--- src/rtl/clk_div_pkg.sv ---
// clk_div_pkg: shared types and limits for the multi-channel clock divider.
//   div_t          - divisor / high-time field at the default width
//   CH_MAX         - largest supported channel count
//   cfg_ch_width() - width of the channel-select field (never below 1 bit)
package clk_div_pkg;

    localparam int DIV_WIDTH_DEF = 12;
    localparam int CH_MAX        = 16;

    typedef logic [DIV_WIDTH_DEF-1:0] div_t;

    function automatic int cfg_ch_width(input int ch);
        return (ch > 1) ? $clog2(ch) : 1;
    endfunction

endpackage

--- src/rtl/clk_div_multi_if.sv ---
// clk_div_multi_if: configuration bus of the divider bank.
//   cfg_we  - write strobe
//   cfg_ch  - target channel; values >= CH are dropped by the divider
//   cfg_div - new divisor D (period = D+1 cycles)
//   cfg_hi  - new high time H in cycles
//   pend    - per-channel flag: a written configuration is waiting to apply
// master drives the writes, slave is the divider bank.
interface clk_div_multi_if
    import clk_div_pkg::*;
#(
    parameter int CH        = 4,
    parameter int DIV_WIDTH = 12
);
    localparam int CH_W = cfg_ch_width(CH);

    logic                 cfg_we;
    logic [CH_W-1:0]      cfg_ch;
    logic [DIV_WIDTH-1:0] cfg_div;
    logic [DIV_WIDTH-1:0] cfg_hi;
    logic [CH-1:0]        pend;

    modport master (output cfg_we, cfg_ch, cfg_div, cfg_hi, input pend);
    modport slave  (input cfg_we, cfg_ch, cfg_div, cfg_hi, output pend);
endinterface

--- src/rtl/clk_div_chan.sv ---
// clk_div_chan: one divider channel.
//   clk, rst       - clock, synchronous active-high reset
//   en             - run enable; low holds the counter at 0 and the outputs low
//   sync           - realign: counter back to 0 on the next edge
//   wr             - store wr_div / wr_hi as the pending configuration
//   clk_out, tick  - registered divided clock and period-start strobe
//   pend           - pending configuration not yet applied
module clk_div_chan #(
    parameter int DIV_WIDTH = 12
) (
    input  logic                 clk,
    input  logic                 rst,
    input  logic                 en,
    input  logic                 sync,
    input  logic                 wr,
    input  logic [DIV_WIDTH-1:0] wr_div,
    input  logic [DIV_WIDTH-1:0] wr_hi,
    output logic                 clk_out,
    output logic                 tick,
    output logic                 pend
);
    logic [DIV_WIDTH-1:0] cnt;
    logic [DIV_WIDTH-1:0] d_act;
    logic [DIV_WIDTH-1:0] h_act;
    logic [DIV_WIDTH-1:0] d_pend;
    logic [DIV_WIDTH-1:0] h_pend;
    logic                 at_end;
    logic                 restart;
    logic                 apply;

    // Every event that returns the counter to 0 is also a safe point to swap
    // in the pending configuration, so the running period is never cut short.
    assign at_end  = (cnt == d_act);
    assign restart = !en || sync || at_end;
    assign apply   = pend && restart;

    always_ff @(posedge clk) begin
        if (rst) begin
            cnt     <= '0;
            d_act   <= '0;
            h_act   <= '0;
            d_pend  <= '0;
            h_pend  <= '0;
            pend    <= 1'b0;
            clk_out <= 1'b0;
            tick    <= 1'b0;
        end else begin
            cnt <= restart ? '0 : cnt + DIV_WIDTH'(1);

            if (apply) begin
                d_act <= d_pend;
                h_act <= h_pend;
            end

            // A write landing on the apply cycle keeps pend set: the old pending
            // values go active while the new ones wait for the next boundary.
            if (wr) begin
                d_pend <= wr_div;
                h_pend <= wr_hi;
                pend   <= 1'b1;
            end else if (apply) begin
                pend   <= 1'b0;
            end

            clk_out <= en && (cnt < h_act);
            tick    <= en && (cnt == '0);
        end
    end

endmodule

--- src/rtl/clk_div_multi.sv ---
// clk_div_multi: bank of CH independent programmable clock dividers.
//   clk, rst  - clock, synchronous active-high reset
//   en[CH]    - per-channel run enable
//   sync      - one-cycle pulse realigning all enabled channels
//   cfg       - configuration bus (write strobe, channel, D, H, pend flags)
//   clk_out   - divided clocks, high while cnt < H
//   tick      - one-cycle strobe at each period start
module clk_div_multi
    import clk_div_pkg::*;
#(
    parameter int CH        = 4,
    parameter int DIV_WIDTH = 12
) (
    input  logic          clk,
    input  logic          rst,
    input  logic [CH-1:0] en,
    input  logic          sync,
    clk_div_multi_if.slave cfg,
    output logic [CH-1:0] clk_out,
    output logic [CH-1:0] tick
);
    localparam int CH_W = cfg_ch_width(CH);

    for (genvar i = 0; i < CH; i++) begin : g_chan
        logic wr;

        // Channel numbers >= CH match no instance, so such writes vanish.
        assign wr = cfg.cfg_we && (cfg.cfg_ch == CH_W'(i));

        clk_div_chan #(
            .DIV_WIDTH (DIV_WIDTH)
        ) u_chan (
            .clk     (clk),
            .rst     (rst),
            .en      (en[i]),
            .sync    (sync),
            .wr      (wr),
            .wr_div  (cfg.cfg_div),
            .wr_hi   (cfg.cfg_hi),
            .clk_out (clk_out[i]),
            .tick    (tick[i]),
            .pend    (cfg.pend[i])
        );
    end

endmodule

--- src/flat_wrapper.sv ---
// flat-port wrapper written by rule: the top's interface ports become plain ports
module clk_div_multi_flat import clk_div_pkg::*;
#(
    parameter int CH        = 4,
    parameter int DIV_WIDTH = 12
)
  (clk, rst, en, sync, clk_out, tick, cfg_cfg_we, cfg_cfg_ch, cfg_cfg_div, cfg_cfg_hi, cfg_pend);
  clk_div_multi_if #(.CH(CH), .DIV_WIDTH(DIV_WIDTH)) cfg_i ();
  input  logic clk;
  input  logic rst;
  input  logic [CH-1:0] en;
  input  logic sync;
  output logic [CH-1:0] clk_out;
  output logic [CH-1:0] tick;
  input wire logic [$bits(cfg_i.cfg_we)-1:0] cfg_cfg_we;
  input wire logic [$bits(cfg_i.cfg_ch)-1:0] cfg_cfg_ch;
  input wire logic [$bits(cfg_i.cfg_div)-1:0] cfg_cfg_div;
  input wire logic [$bits(cfg_i.cfg_hi)-1:0] cfg_cfg_hi;
  output wire logic [$bits(cfg_i.pend)-1:0] cfg_pend;
  assign cfg_i.cfg_we = cfg_cfg_we;
  assign cfg_i.cfg_ch = cfg_cfg_ch;
  assign cfg_i.cfg_div = cfg_cfg_div;
  assign cfg_i.cfg_hi = cfg_cfg_hi;
  assign cfg_pend = cfg_i.pend;
  clk_div_multi #(.CH(CH), .DIV_WIDTH(DIV_WIDTH)) u_core (.clk(clk), .rst(rst), .en(en), .sync(sync), .cfg(cfg_i), .clk_out(clk_out), .tick(tick));
endmodule
--- config.mk ---
export PLATFORM = sky130hd
export DESIGN_NAME = clk_div_multi_flat
export DESIGN_NICKNAME = d
export VERILOG_FILES = /design/src/rtl/clk_div_pkg.sv /design/src/rtl/clk_div_multi_if.sv /design/src/rtl/clk_div_chan.sv /design/src/rtl/clk_div_multi.sv /design/src/flat_wrapper.sv
export SDC_FILE = /design/constraint.sdc
export NUM_CORES = 1
export LEC_CHECK = 0
export ABC_AREA = 0
export CAP_MARGIN = 20
export CORE_MARGIN = 2
export CORE_UTILIZATION = 52
export CTS_BUF_LIST = sky130_fd_sc_hd__clkbuf_4 sky130_fd_sc_hd__clkbuf_8
export DETAILED_ROUTE_END_ITERATION = 10
export PLACE_DENSITY = 0.69
export SLEW_MARGIN = 25
export SYNTH_ARGS = -nofsm -noshare
export SYNTH_HDL_FRONTEND = slang
export SYNTH_SLANG_ARGS = --single-unit
export TNS_END_PERCENT = 30
--- constraint.sdc ---
create_clock -name clk -period 1.85 [get_ports clk]
set_input_delay 0.37 -clock clk [delete_from_list [all_inputs] [get_ports clk]]
set_output_delay 0.37 -clock clk [all_outputs]
set_load 0.05 [all_outputs]
==> results of run 1 <==
per-stage QoR:
step / cells / hold slack, ns
3_5_place_dp: 1559 / 0.446
4_1_cts: 1620 / 0.132
5_1_grt: 1623 / 0.141
3_3_place_gp: 1559 / 0.442
2_1_floorplan: 1230 / 0.436
6_report: 1623 / 0.148
routing by layer:
| metal | vias up | wire length (um) |
|---|---|---|
| li1 | 4256 | - |
| met4 | 0 | 563 |
| met1 | 4011 | 12200 |
| met5 | - | 0 |
| met3 | 42 | 1160 |
| met2 | 168 | 11900 |
what timing repair did:
action	in CTS	in global routing
endpoints found under the setup margin	9	28
pin swaps	1	7
gates resized for setup	6	16
hold endpoints to repair	0	0
cloned	0	1
setup buffers	0	2
logic make-up after synthesis:
family	count (synthesis)	synth area share, %
buffers and inverters	133	5.70
AND/OR/NAND/NOR	465	19.0
adder cells (fa/ha/maj)	52	5.91
multiplexers	96	8.73
XOR/XNOR	88	7.00
flip-flops	252	45.8
AO/OA/AOI/OAI	144	7.77
worst max-delay path, cell delays in order, from the launching register on:
cell and delay, ns:
dfxtp_4 0.37, buf_4 0.14, inv_1 0.05, ha_1 0.13, or4b_2 0.59, nor4_1 0.22, and4b_1 0.23
flip-flops by register name, summed over array words and instances (netlist names):
signal,cells
u_core.g_chan.u_chan.cnt,48
u_core.g_chan.u_chan.d_act,48
u_core.g_chan.u_chan.d_pend,48
u_core.g_chan.u_chan.h_act,48
u_core.g_chan.u_chan.h_pend,48
u_core.g_chan.u_chan.clk_out,4
u_core.g_chan.u_chan.pend,4
u_core.g_chan.u_chan.tick,4
cell type report:
class,count,area (um2)
tap,275,344
sequential,252,5060
fill,1813,7850
timing repair buffer,129,1230
clock buffer,60,776
clock inverter,1,5.00
inverter,61,229
multi-input combinational,845,5400
where the power goes:
| part | total, mW | internal, mW | leakage (nW) | switching, mW |
|---|---|---|---|---|
| sequential | 5.57 | 5.52 | 2.04 | 0.0512 |
| combinational | 0.709 | 0.292 | 3.45 | 0.417 |
| clock | 4.70 | 2.64 | 0.415 | 2.07 |
cells in the mapped netlist (5+ instances only):
cell        n  area share (%)
nor4_2     12             1.4
buf_6      10             1.0
buf_4      12            0.82
mux2i_1    96             8.7
nand4_1     9            0.51
dfxtp_1   252              46
and4_1      9            0.72
nand3_1    24             1.1
xnor2_1    13             1.0
ha_1       52             5.9
and3_1     10            0.57
nor4_1      8            0.45
nand2_1   211             7.2
clkbuf_1   44             1.5
xor2_1     75             6.0
inv_1      61             2.1
a21o_1     12            0.82
nor2_1    156             5.3
a21oi_1   112             5.1
nor3b_1     5            0.34
worst min path at each step:
stage                                                  from                           endpoint  slack [ns]
final                                                   rst  u_core.g_chan[1].u_chan.h_act[10]        0.15
after CTS                                               rst  u_core.g_chan[1].u_chan.h_act[10]        0.13
after detailed placement  u_core.g_chan[1].u_chan.d_pend[0]  u_core.g_chan[1].u_chan.d_pend[0]        0.45
after global routing                                    rst   u_core.g_chan[1].u_chan.h_act[5]        0.14
after global placement    u_core.g_chan[0].u_chan.d_pend[5]  u_core.g_chan[0].u_chan.d_pend[5]        0.44
after floorplan           u_core.g_chan[0].u_chan.d_pend[0]  u_core.g_chan[0].u_chan.d_pend[0]        0.44
==> results.sh, run 1 <==
export IMPL_fin_ws_ns=0.0521
export IMPL_powerDensity_mw_per_mm2=842
export IMPL_peakVddDrop_mv=0.544
export IMPL_reg2reg_slack_ns=0.05
export IMPL_coreArea_mm2=0.0209
export IMPL_cts_root_buf="clkbuf_8"
export IMPL_antenna_found_initial=0
export IMPL_setup_viol=0
export IMPL_cts_max_level=2
export IMPL_clk_pin_slew_ns=0.06
export IMPL_grt_pass1_wl_um=41200
export IMPL_rows=53
export IMPL_area_delta_synth_final_pct=18.5
export IMPL_grt_pass1_vias=8124
export IMPL_r2r_end="u_core.g_chan[1].u_chan.tick"
export IMPL_drive_gt1_share_pct=13.6
export IMPL_drt_initial_drc_count=458
export IMPL_grt_util_met3_pct=3.69
export IMPL_postSynthAreaPerCell_um2=8.95
export IMPL_finalCriticalPeriod_ns=1.80
export IMPL_antenna_cells=0
export IMPL_synth_nets=1316
export IMPL_dp_hpwl_um=18000
export IMPL_min_path_cells=2
export IMPL_finalPower_mw=11.0
export IMPL_yosysWarnings=0
export IMPL_hold_viol=0
export IMPL_cts_buffers=42
export IMPL_grtUsageMet2_pct=38.1
export IMPL_r2r_start="u_core.g_chan[1].u_chan.cnt[0]"
export IMPL_drt_first_pass_iters=5
export IMPL_cp_max_fo=6
export IMPL_crit_required_ns=2.33
export IMPL_critPathArrivalTime_ns=2.28
export IMPL_critPathLaunch="u_core.g_chan[1].u_chan.cnt[0]"
export IMPL_die_area_mm2=0.0223
export IMPL_synth_edf_count=0
export IMPL_cts_tree="done"
export IMPL_max_slew_margin_pct=67.2
export IMPL_synthFlopType="dfxtp_1"
export IMPL_cts_sinks=252
export IMPL_routed_wl_um=25900
export IMPL_drv_cap=0
export IMPL_syn_inst=1230
export IMPL_hold_buffers=0
export IMPL_slew_viol_final=0
export IMPL_clock_latency_ns=0.54
export IMPL_status="completed"
export IMPL_dieWidth_um=149
export IMPL_fin_setup_tns_ns=0
export IMPL_design_area_mm2=0.0130
export IMPL_vias_per_cell=5.22
export IMPL_clockBufferDepth=3
export IMPL_final_common_cell="dfxtp_1"
export IMPL_grt_use_met1_pct=32.4
export IMPL_criticalPathCategory="flop to flop"
export IMPL_wl_per_cell_um=16.0
export IMPL_final_cell_mix="dfxtp_1, nand2_1, nor2_1"
export IMPL_die_y_um=149
export IMPL_ys_seq_area_share_pct=45.8
export IMPL_drc=0
export IMPL_synthesis_area_mm2=0.0110
export IMPL_ios=46
export IMPL_min_period_over_period_pct=97.2
export IMPL_num_vias=8477
export IMPL_fmax_ghz=0.556
export IMPL_busiest_layer="met2"
export IMPL_fin_util_pct=62.4
export IMPL_dp_slack_ns=-0.162
export IMPL_end_kind="flop"
export IMPL_crit_end="u_core.g_chan[1].u_chan.tick"
export IMPL_grt_max_degree=40
export IMPL_ant_nets=0
export IMPL_place_gp_congestion=0.836
export IMPL_overflow=0
export IMPL_grt_usage_pct=23.5
export IMPL_r2r_cells=6
export IMPL_synth_seq_cells=252
export IMPL_worstMarginPinSlew_ns=0.491
export IMPL_synth_cell_types=36
export IMPL_port_buffer_count=45
export IMPL_holdCritPathClass="input pin to flop"
export IMPL_fin_worst_skew_ns=0.00798
export IMPL_leakagePower_nw=5.90
export IMPL_nNetsFinal=1417
export IMPL_start_util_pct=52.7
export IMPL_cp_start_kind="flop"
export IMPL_placed_area_mm2=0.0122
export IMPL_async_reset_ff_share_pct=0
No activity file was read; power rests on OpenSTA's default activity.
==> run 2: changes to the inputs <==
- SETUP_SLACK_MARGIN: default -> 0.2
==> run 2 against run 1 <==
Net effect:
- die area did not move
- count of clock-buffer cells in the layout rose by 10
- clock skew rose by 0.0055 ns
- total power rose by 6.8%
- core utilization rose by 1.8 points
- wire length rose by 2.7%
- combinational power rose by 4.8%
==> results.sh, run 2 (synthesized netlist as in run 1, its figures left out) <==
export IMPL_fmax_ghz=0.587
export IMPL_hold_viol=0
export IMPL_critical_path_top_delay_family="simple AND/OR/NAND/NOR gates"
export IMPL_holdCritPathClass="input pin to flop"
export IMPL_cpPeakStageDelay_ns=0.34
export IMPL_p_switching_mw=2.65
export IMPL_cts_max_level=2
export IMPL_coreArea_mm2=0.0209
export IMPL_finalCriticalPeriod_ns=1.70
export IMPL_r2r_start="u_core.g_chan[1].u_chan.d_act[4]"
export IMPL_cts_tree="done"
export IMPL_num_vias=8560
export IMPL_final_common_cell="dfxtp_1"
export IMPL_max_slew_margin_pct=71.2
export IMPL_nNetsFinal=1427
export IMPL_cts_buffers=42
export IMPL_wl_per_cell_um=16.2
export IMPL_peakVddDrop_mv=0.851
export IMPL_clk_pin_slew_ns=0.06
export IMPL_drt_initial_drc_count=477
export IMPL_area_delta_synth_final_pct=22.0
export IMPL_ant_nets=0
export IMPL_worstMarginPinSlew_ns=0.431
export IMPL_leakagePower_nw=6.07
export IMPL_grt_pass1_wl_um=41300
export IMPL_end_kind="flop"
export IMPL_slew_viol_final=0
export IMPL_crit_required_ns=2.28
export IMPL_cp_start_kind="flop"
export IMPL_ios=46
export IMPL_drt_first_pass_iters=4
export IMPL_dp_hpwl_um=17700
export IMPL_powerDensity_mw_per_mm2=874
export IMPL_clock_latency_ns=0.55
export IMPL_criticalPathCategory="flop to flop"
export IMPL_die_area_mm2=0.0223
export IMPL_r2r_end="u_core.g_chan[1].u_chan.d_act[7]"
export IMPL_fillers=1723
export IMPL_r2r_cells=7
export IMPL_crit_chain="xor2_2 -> nor4_2 -> a41oi_2 -> buf_4 -> buf_12 -> mux2i_1 -> nor2_1"
export IMPL_rows=53
export IMPL_cp_max_fo=5
export IMPL_power_frac_clock_pct=46.2
export IMPL_grt_usage_pct=23.6
export IMPL_die_y_um=149
export IMPL_routed_wl_um=26600
export IMPL_place_gp_congestion=0.858
export IMPL_fin_worst_skew_ns=0.0134
export IMPL_dieWidth_um=149
export IMPL_finalHoldWorstSlack_ns=0.173
export IMPL_clockBufferDepth=3
export IMPL_drv_cap=0
export IMPL_drc=0
export IMPL_status="completed"
export IMPL_crit_buf_inv=2
export IMPL_seqPwrFrac_pct=47.5
export IMPL_final_cell_mix="dfxtp_1, nand2_1, nor2_1"
export IMPL_p_int_mw=9.09
export IMPL_design_area_mm2=0.0134
export IMPL_rsz0062_at_grt="true"
export IMPL_overflow=0
export IMPL_antenna_cells=0
export IMPL_min_path_cells=2
export IMPL_cts_sinks=252
export IMPL_vias_per_cell=5.20
export IMPL_placed_area_mm2=0.0122
export IMPL_hold_end="u_core.g_chan[3].u_chan.d_act[10]"
export IMPL_hold_path_startpoint="rst"
export IMPL_pwr_share_comb_pct=6.3
export IMPL_drive_gt1_share_pct=16.3
export IMPL_grt_max_degree=63
export IMPL_cts_root_buf="clkbuf_8"
export IMPL_critPathArrivalTime_ns=2.13
export IMPL_cp_slowest_cell="dfxtp_2"
export IMPL_start_util_pct=52.7
export IMPL_setup_viol=0
export IMPL_reg2reg_slack_ns=0.15
export IMPL_antenna_found_initial=0
export IMPL_min_period_over_period_pct=92.0
export IMPL_port_buffer_count=45
export IMPL_grt_pass1_vias=7985
export IMPL_switching_share_pct=22.6
## run 2: timing repair
| item | 4_1_cts | 5_1_grt |
|---|---|---|
| gates resized for setup | 25 | 19 |
| cloned | 0 | 4 |
| endpoints found under the setup margin | 113 | 116 |
| setup buffers | 2 | 9 |
| hold buffers | 0 | 0 |
| pin swaps | 2 | 10 |
## run 2: stage by stage
stage | instances | util [%] | setup slack [ns] | TNS (ns) | power [mW]
floorplan | 1230 | - | 0.188 | 0 | 6.07
global placement | 1557 | 58.3 | -0.122 | -10.67 | 6.39
detailed placement | 1557 | 58.3 | -0.185 | -15.03 | 6.40
CTS | 1633 | 63.2 | 0.133 | 0 | 11.8
global route | 1646 | 64.3 | 0.0702 | 0 | 12.1
finish | 1646 | 64.3 | 0.148 | 0 | 11.7
## run 2: worst reg2reg max path, stage by stage, from the launching register on
cell,delay [ns]
dfxtp_2,0.34
xor2_2,0.17
nor4_2,0.34
a41oi_2,0.20
buf_4,0.19
buf_12,0.13
mux2i_1,0.17
nor2_1,0.05
## run 2: how the worst max path moves through the flow
stage	start	end	slack, ns	cells after the start
2_1_floorplan	u_core.g_chan[1].u_chan.cnt[5]	u_core.g_chan[1].u_chan.d_act[0]	0.19	6
3_3_place_gp	sync	u_core.g_chan[3].u_chan.h_act[7]	-0.12	8
3_5_place_dp	sync	u_core.g_chan[2].u_chan.d_act[3]	-0.18	8
4_1_cts	u_core.g_chan[0].u_chan.cnt[0]	u_core.g_chan[0].u_chan.tick	0.13	6
5_1_grt	u_core.g_chan[2].u_chan.d_act[2]	u_core.g_chan[2].u_chan.h_act[5]	0.07	7
6_report	u_core.g_chan[1].u_chan.d_act[4]	u_core.g_chan[1].u_chan.d_act[7]	0.15	7
## run 2: layout make-up
| class | count | area, um2 | area share, % |
|---|---|---|---|
| clock buffer | 70 | 876 | 6.53 |
| clock inverter | 4 | 73.8 | 0.550 |
| inverter | 61 | 229 | 1.71 |
| multi-input combinational | 845 | 5430 | 40.5 |
| sequential | 252 | 5070 | 37.8 |
| tap | 275 | 344 | 2.56 |
| timing repair buffer | 139 | 1400 | 10.4 |
## run 2: power by group through the flow
stage | Sequential (mW) | Clock (mW) | Combinational, mW
6_report | 5.57 | 5.42 | 0.743
2_1_floorplan | 5.67 | 0 | 0.399
5_1_grt | 5.57 | 5.76 | 0.792
3_3_place_gp | 5.69 | 0 | 0.700
4_1_cts | 5.57 | 5.54 | 0.714
3_5_place_dp | 5.69 | 0 | 0.709
## run 2: layer usage
layer / up-vias / global-route usage, % / wire length, um
li1: 4288 / - / -
met1: 4040 / 31.7 / 12200
met2: 170 / 38.0 / 12400
met3: 62 / 3.90 / 1220
met4: 0 / 9.19 / 850
met5: - / 0 / 0
==> run 3: changes to the inputs <==
- SETUP_SLACK_MARGIN: 0.2 -> default
==> results of run 3 <==
Final layout, timing and power as in run 1 (identical DEF).
